### config.mk
export PLATFORM = sky130hd
export DESIGN_NAME = lenet_top
export DESIGN_NICKNAME = d
export VERILOG_FILES = /design/src/rtl/lenet_top.sv
export SDC_FILE = /design/constraint.sdc
export NUM_CORES = 2
export LEC_CHECK = 0
export CAP_MARGIN = 5
export CORE_MARGIN = 1.5
export CORE_UTILIZATION = 64
export CTS_CLUSTER_DIAMETER = 60
export DETAILED_ROUTE_END_ITERATION = 10
export DONT_BUFFER_PORTS = 1
export GPL_TIMING_DRIVEN = 0
export PLACE_DENSITY = 0.8
export SLEW_MARGIN = 20
export SYNTH_ARGS = -nofsm -noshare
export SYNTH_HDL_FRONTEND = slang
export SYNTH_SLANG_ARGS = --single-unit
### constraint.sdc
create_clock -name clk -period 16.6 [get_ports clk]
set_input_delay 4.98 -clock clk [delete_from_list [all_inputs] [get_ports clk]]
set_output_delay 4.98 -clock clk [all_outputs]
set_load 0.02 [all_outputs]
### src/rtl/lenet_top.sv
// lenet_top: streaming 5x5 convolution, requantization, activation and 2x2 max pool over a 32x32 frame.
// Defining LENET_RELU_EN applies ReLU after requantization; otherwise the saturated value passes through.
module lenet_top #(
    parameter int MAPSIZE = 32,
    parameter int K       = 5,
    parameter int SHIFT   = 4
) (
    input  logic              clk,
    input  logic              rst,
    input  logic              start,
    input  logic              data_valid_in,
    input  logic signed [7:0] pixel_in,
    output logic              data_valid_out,
    output logic signed [7:0] pixel_out,
    output logic              layer_done
);
    localparam int CW   = $clog2(MAPSIZE);
    localparam int CONV = MAPSIZE - K + 1;
    localparam int POOL = CONV / 2;
    localparam int NOUT = POOL * POOL;
    localparam int OW   = $clog2(NOUT + 1);
    localparam int PW   = $clog2(POOL);

    localparam logic signed [5:0] KERNEL [5][5] = '{
        '{ 6'sd0,  6'sd0, -6'sd1,  6'sd0,  6'sd0},
        '{ 6'sd0, -6'sd1, -6'sd2, -6'sd1,  6'sd0},
        '{-6'sd1, -6'sd2, 6'sd16, -6'sd2, -6'sd1},
        '{ 6'sd0, -6'sd1, -6'sd2, -6'sd1,  6'sd0},
        '{ 6'sd0,  6'sd0, -6'sd1,  6'sd0,  6'sd0}
    };

    typedef enum logic [1:0] {IDLE, RUN, DONE} state_t;

    state_t            r_state;
    logic [CW-1:0]     r_row, r_col;
    logic              r_in_full;
    logic              r_win_vld;
    logic              r_cr_odd;
    logic [CW-1:0]     r_cc;
    logic signed [7:0] r_hmax;
    logic [OW-1:0]     r_out_cnt;
    logic              r_data_valid_out;
    logic signed [7:0] r_pixel_out;
    logic              r_layer_done;

    logic signed [7:0] r_lb       [K-1][MAPSIZE];
    logic signed [7:0] r_win      [K][K];
    logic signed [7:0] r_pool_buf [POOL];

    logic              w_accept;
    logic signed [19:0] w_acc, w_shr;
    logic signed [7:0] w_q8, w_act, w_pair, w_pool;
    logic [PW-1:0]     w_q;

    assign w_accept = (r_state == RUN) && data_valid_in && !r_in_full;

    always_comb begin
        w_acc = '0;
        for (int i = 0; i < K; i++)
            for (int j = 0; j < K; j++)
                w_acc = w_acc + 20'(r_win[i][j]) * 20'(KERNEL[i][j]);
    end

    assign w_shr = w_acc >>> SHIFT;

    // NOTE: every branch assigns w_q8, so no latch is inferred.
    always_comb begin
        if (w_shr > 20'sd127)
            w_q8 = 8'sd127;
        else if (w_shr < -20'sd128)
            w_q8 = 8'h80;
        else
            w_q8 = w_shr[7:0];
    end

`ifdef LENET_RELU_EN
    assign w_act = w_q8[7] ? 8'sd0 : w_q8;
`else
    assign w_act = w_q8;
`endif

    assign w_q    = PW'(r_cc >> 1);
    assign w_pair = (w_act > r_hmax) ? w_act : r_hmax;
    assign w_pool = (w_pair > r_pool_buf[w_q]) ? w_pair : r_pool_buf[w_q];

    // NOTE: storage arrays carry no reset; each entry is written before it is read within a frame.
    always_ff @(posedge clk) begin
        if (w_accept) begin
            for (int i = 0; i < K; i++)
                for (int j = 0; j < K - 1; j++)
                    r_win[i][j] <= r_win[i][j+1];
            for (int i = 0; i < K - 1; i++)
                r_win[i][K-1] <= r_lb[i][r_col];
            r_win[K-1][K-1] <= pixel_in;
            for (int i = 0; i < K - 2; i++)
                r_lb[i][r_col] <= r_lb[i+1][r_col];
            r_lb[K-2][r_col] <= pixel_in;
        end
        if (r_state == RUN && r_win_vld && r_cc[0] && !r_cr_odd)
            r_pool_buf[w_q] <= w_pair;
    end

    always_ff @(posedge clk) begin
        if (rst) begin
            r_state          <= IDLE;
            r_row            <= '0;
            r_col            <= '0;
            r_in_full        <= 1'b0;
            r_win_vld        <= 1'b0;
            r_cr_odd         <= 1'b0;
            r_cc             <= '0;
            r_hmax           <= '0;
            r_out_cnt        <= '0;
            r_data_valid_out <= 1'b0;
            r_pixel_out      <= '0;
            r_layer_done     <= 1'b0;
        end else begin
            r_data_valid_out <= 1'b0;
            r_layer_done     <= 1'b0;
            case (r_state)
                IDLE: if (start) r_state <= RUN;
                RUN: begin
                    if (w_accept) begin
                        r_win_vld <= (r_row >= CW'(K - 1)) && (r_col >= CW'(K - 1));
                        r_cr_odd  <= r_row[0];  // K-1 is even, so conv-row parity equals input-row parity
                        r_cc      <= r_col - CW'(K - 1);
                        if (r_col == CW'(MAPSIZE - 1)) begin
                            r_col <= '0;
                            if (r_row == CW'(MAPSIZE - 1))
                                r_in_full <= 1'b1;
                            else
                                r_row <= r_row + 1'b1;
                        end else begin
                            r_col <= r_col + 1'b1;
                        end
                    end else begin
                        r_win_vld <= 1'b0;
                    end
                    if (r_win_vld) begin
                        if (!r_cc[0]) begin
                            r_hmax <= w_act;
                        end else if (r_cr_odd) begin
                            r_data_valid_out <= 1'b1;
                            r_pixel_out      <= w_pool;
                            r_out_cnt        <= r_out_cnt + 1'b1;
                        end
                    end
                    if (r_data_valid_out && r_out_cnt == OW'(NOUT)) begin
                        r_state      <= DONE;
                        r_layer_done <= 1'b1;
                    end
                end
                DONE: begin
                    r_state   <= IDLE;
                    r_row     <= '0;
                    r_col     <= '0;
                    r_in_full <= 1'b0;
                    r_win_vld <= 1'b0;
                    r_cr_odd  <= 1'b0;
                    r_cc      <= '0;
                    r_hmax    <= '0;
                    r_out_cnt <= '0;
                end
                default: r_state <= IDLE;
            endcase
        end
    end

    assign data_valid_out = r_data_valid_out;
    assign pixel_out      = r_pixel_out;
    assign layer_done     = r_layer_done;

endmodule

==> flow_results.org <==
** Die
- I/O Pins :: 22
- Die height :: around 300 um
- Horizontal extent of the die :: between 200 and 300 um
- The floorplan has around 110 rows.
- The initial utilization of the core area, before any placement, comes to approximately 65%.
- The core region is about 87,000 um^2.
- The die covers around 90,000 um^2.

** Placement
- Area after detailed placement :: 59,550 um^2
- The number of placed instances, taps included, is 4,213.
- Prior to clock tree synthesis, the placed netlist has a worst setup slack of approximately 4.5 ns.
- Total of buffers placed on input and output ports :: 0
- At the end of routability-driven placement, the weighted congestion stood at slightly below 0.9.
- The HPWL after detailed placement is approximately 96 mm.

** Synthesis
- Cell area after technology mapping :: between 50,000 and 60,000 um^2
- The number of different library cells used by synthesis comes to 77.
- Synthesis produced around 3,000 cells.
- Cell with the most instances after synthesis :: edfxtp_1
- Leading area contributor after synthesis :: edfxtp_1
- Of the post-synthesis cell area, the dominant cell type holds about 69%.
- Fraction of registers with async set or reset after synthesis :: 0%
- Sequential fraction of the synthesis area :: 70.72%
- Counting flops and latches in the post-synthesis netlist gives between 1,000 and 1,500.
- By area the synthesized netlist is led by edfxtp_1 (69%), mux4_2 (11%), fa_1 (5.7%).
- During synthesis, Yosys emitted a total of 0 warnings.
- In this run, synthesis inferred ~1,300 flip-flops with an integrated enable.
- The number of nets in the synthesized netlist is between 3,000 and 4,000.
- Synthesized area per cell :: 18.86 um^2
- By count the netlist is led by edfxtp_1 (1,288), inv_1 (330), mux4_2 (281), fa_1 (161), a22oi_1 (135).
- Dominant register cell in the synthesized netlist :: edfxtp_1

** STA
- Total negative setup slack :: 0 ns
- Transition time of the tightest slew-check pin :: around 1.3 ns
- Crit path time final :: 12.20 ns
- Count of final setup violators :: 0
- The total count of hold-check failures in the final report is 0.
- The worst pin sits at a relative slew slack of 11.94%.
- Based on the critical path, the design can be clocked at up to a little over 80 MHz.
- In the post-route analysis, the smallest setup slack over all paths is 4.402 ns.
- Clock skew on the completed layout was measured at approximately 0.039 ns.
- Setup repair after global routing left no endpoint under its margin.
- The final-report max-slew violation count was 0.
- Final hold slack :: just over 0.4 ns
- The final critical path takes up 73.48% of the cycle.

** Clocking
- Max H-tree Level :: 4
- Reg clk slew, reported paths :: 0.07 ns
- CTS tree :: built
- Clock sinks :: ~1,300
- Clk buf depth :: 3
- Number of buffers created by CTS :: approximately 140
- Cts repair resizes :: 0
- CTS hold repair buffers :: 0
- Buffers added to address setup during post-CTS repair amount to 0.
- Clock latency reported for the late side of the worst-skew pair :: between 0.7 and 0.8 ns
- Root buf cell :: clkbuf_16

** Finish
- After routing the design area is about 64,000 um^2.
- Final core occ :: 73.92%
- At the end of the flow, the number of nets in the layout was around 3,400.
- Area Overhead vs Synth :: 14.29%
- Share of final-layout standard cells stronger than drive strength 1 :: between 20% and 30%
- Non-filler cells in the finished layout :: 4,463

** Worst setup path
- The worst setup path is launched from a register.
- CP Launch Point :: r_win[0][56]
- For this run, the slowest stage of the critical path takes 0.64 ns.
- Arrival time reported for the critical path endpoint :: about 13 ns
- Crit Path Class :: reg2reg
- Of all nets on the critical path, the largest fanout is 15.
- The critical path contains buffers and inverters numbering 6 combined.
- The worst setup path is captured at a register.
- The slowest stage of the critical path is the o41ai_2 cell.
- On the critical path the largest part of the delay comes from adder cells.
- Data on the critical path is required at its endpoint by around 17 ns.
- FF-to-FF Start :: r_win[0][56]

** Detailed routing
- After detailed routing, the number of remaining DRC violations is 0.
- The detailed router finished its first iteration with between 4,000 and 5,000 violations.
- Summing over every cut layer, the via total after detailed routing is 31,769.
- Drt wl/cell :: 36.24 um
- Using the TritonRoute via totals, the vias-per-cell ratio works out to between 7 and 8.
- Number of routed nets with antenna violations :: 0
- Overall routed net length :: between 150 and 200 mm
- Number of iterations in the first detailed-routing pass :: 6

** Global routing
- The number of antenna violations at the first check in global routing was 7.
- For this run the aggregate overflow at the end of global routing stands at 0.
- Wire length of the first global-routing pass :: about 230 mm
- The via count of the first global-routing pass came to ~33,000.
- GRT Overall Usage :: between 30% and 40%
- Entering global routing, the biggest net connects 34 pins.

** Power and ir drop
- VDD sags by at most just over 1 mV.
- Pleak :: about 21 nW
- Total design power :: 13.62 mW
- Total power divided by cell area :: between 200 and 250 nW/um^2

** Hold path
- Startpoint of the most critical hold path :: r_win[0][171]
- The min-delay analysis places its worst path in the category reg2reg.

** Run
- Max-cap violations in this run came to 0.

** Outcome
- The flow ran to the end, and the final reports show no timing, DRC or antenna violations.
[cells in the final DEF (no fill, tap or decap), types with 16 or more instances in the layout]
cell and instances:
nor3_1 25, xor2_1 23, nor2_4 35, mux2i_1 16
clkinv_1 28, fa_1 161, inv_1 330, clkbuf_2 24
nand2_1 52, a22oi_1 135, ha_1 68, buf_6 32
nand4_1 38, xnor2_1 28, edfxtp_1 1288, a21oi_1 72
clkbuf_1 80, buf_12 26, dfxtp_1 50, mux4_2 281
clkbuf_16 137, clkinv_2 17, nor2_1 85, buf_16 33
nand3_1 21
[flip-flops by register name, indices dropped and copies added (netlist names), named ones only]
signal,count
data_valid_out,1
r_col,5
r_win,152
r_cr_odd,1
r_lb,1024
r_out_cnt,8
r_row,5
layer_done,1
r_state,2
r_hmax,8
r_cc,5
r_win_vld,1
r_in_full,1
r_pool_buf,112
pixel_out,8
[cells by family after synthesis]
| kind of cell | after synthesis | synth area share (%) |
|---|---|---|
| and+or+nand+nor | 319 | 2.846 |
| xor gates and xnor gates | 54 | 0.8942 |
| adders and majority gates | 229 | 7.261 |
| muxes | 306 | 11.75 |
| AOI/OAI and AO/OA | 284 | 3.550 |
| DFF | 1338 | 70.72 |
| buffers and inverters | 445 | 2.984 |
[area by class of cell]
cell class	instances	area (um^2)
flip-flops and latches	1338	39680
repair buffers	95	1849
clock buffers	154	3503
plain buffers	114	474.2
fillers	4631	22630
clock inverters	80	897.1
diodes	4	10.01
multi-input cells	1192	15030
well taps	1155	1445
inverters	331	1242
[per-layer routing]
layer	GRT usage (%)	wire (um)	vias to the layer above
met3	10.89	20540	762
li1	-	-	12017
met2	58.14	76730	2991
met1	44.74	51190	15989
met5	0	66	-
met4	25.54	13220	10
[final timing paths]
check                        to  cells past startpoint  slack [ns]
hold reg to reg   r_win[0][179]                      0        0.42
setup reg to reg   pixel_out[7]                     43        4.40
hold / removal    r_win[0][179]                      0        0.42
setup / recovery   pixel_out[7]                     43        4.40
[report_power, final]
part           switching (mW)  internal [mW]
Clock                    1.34           1.75
Sequential             0.0215           4.82
Combinational            3.73           1.97
Power figures use the tool's default switching activity.
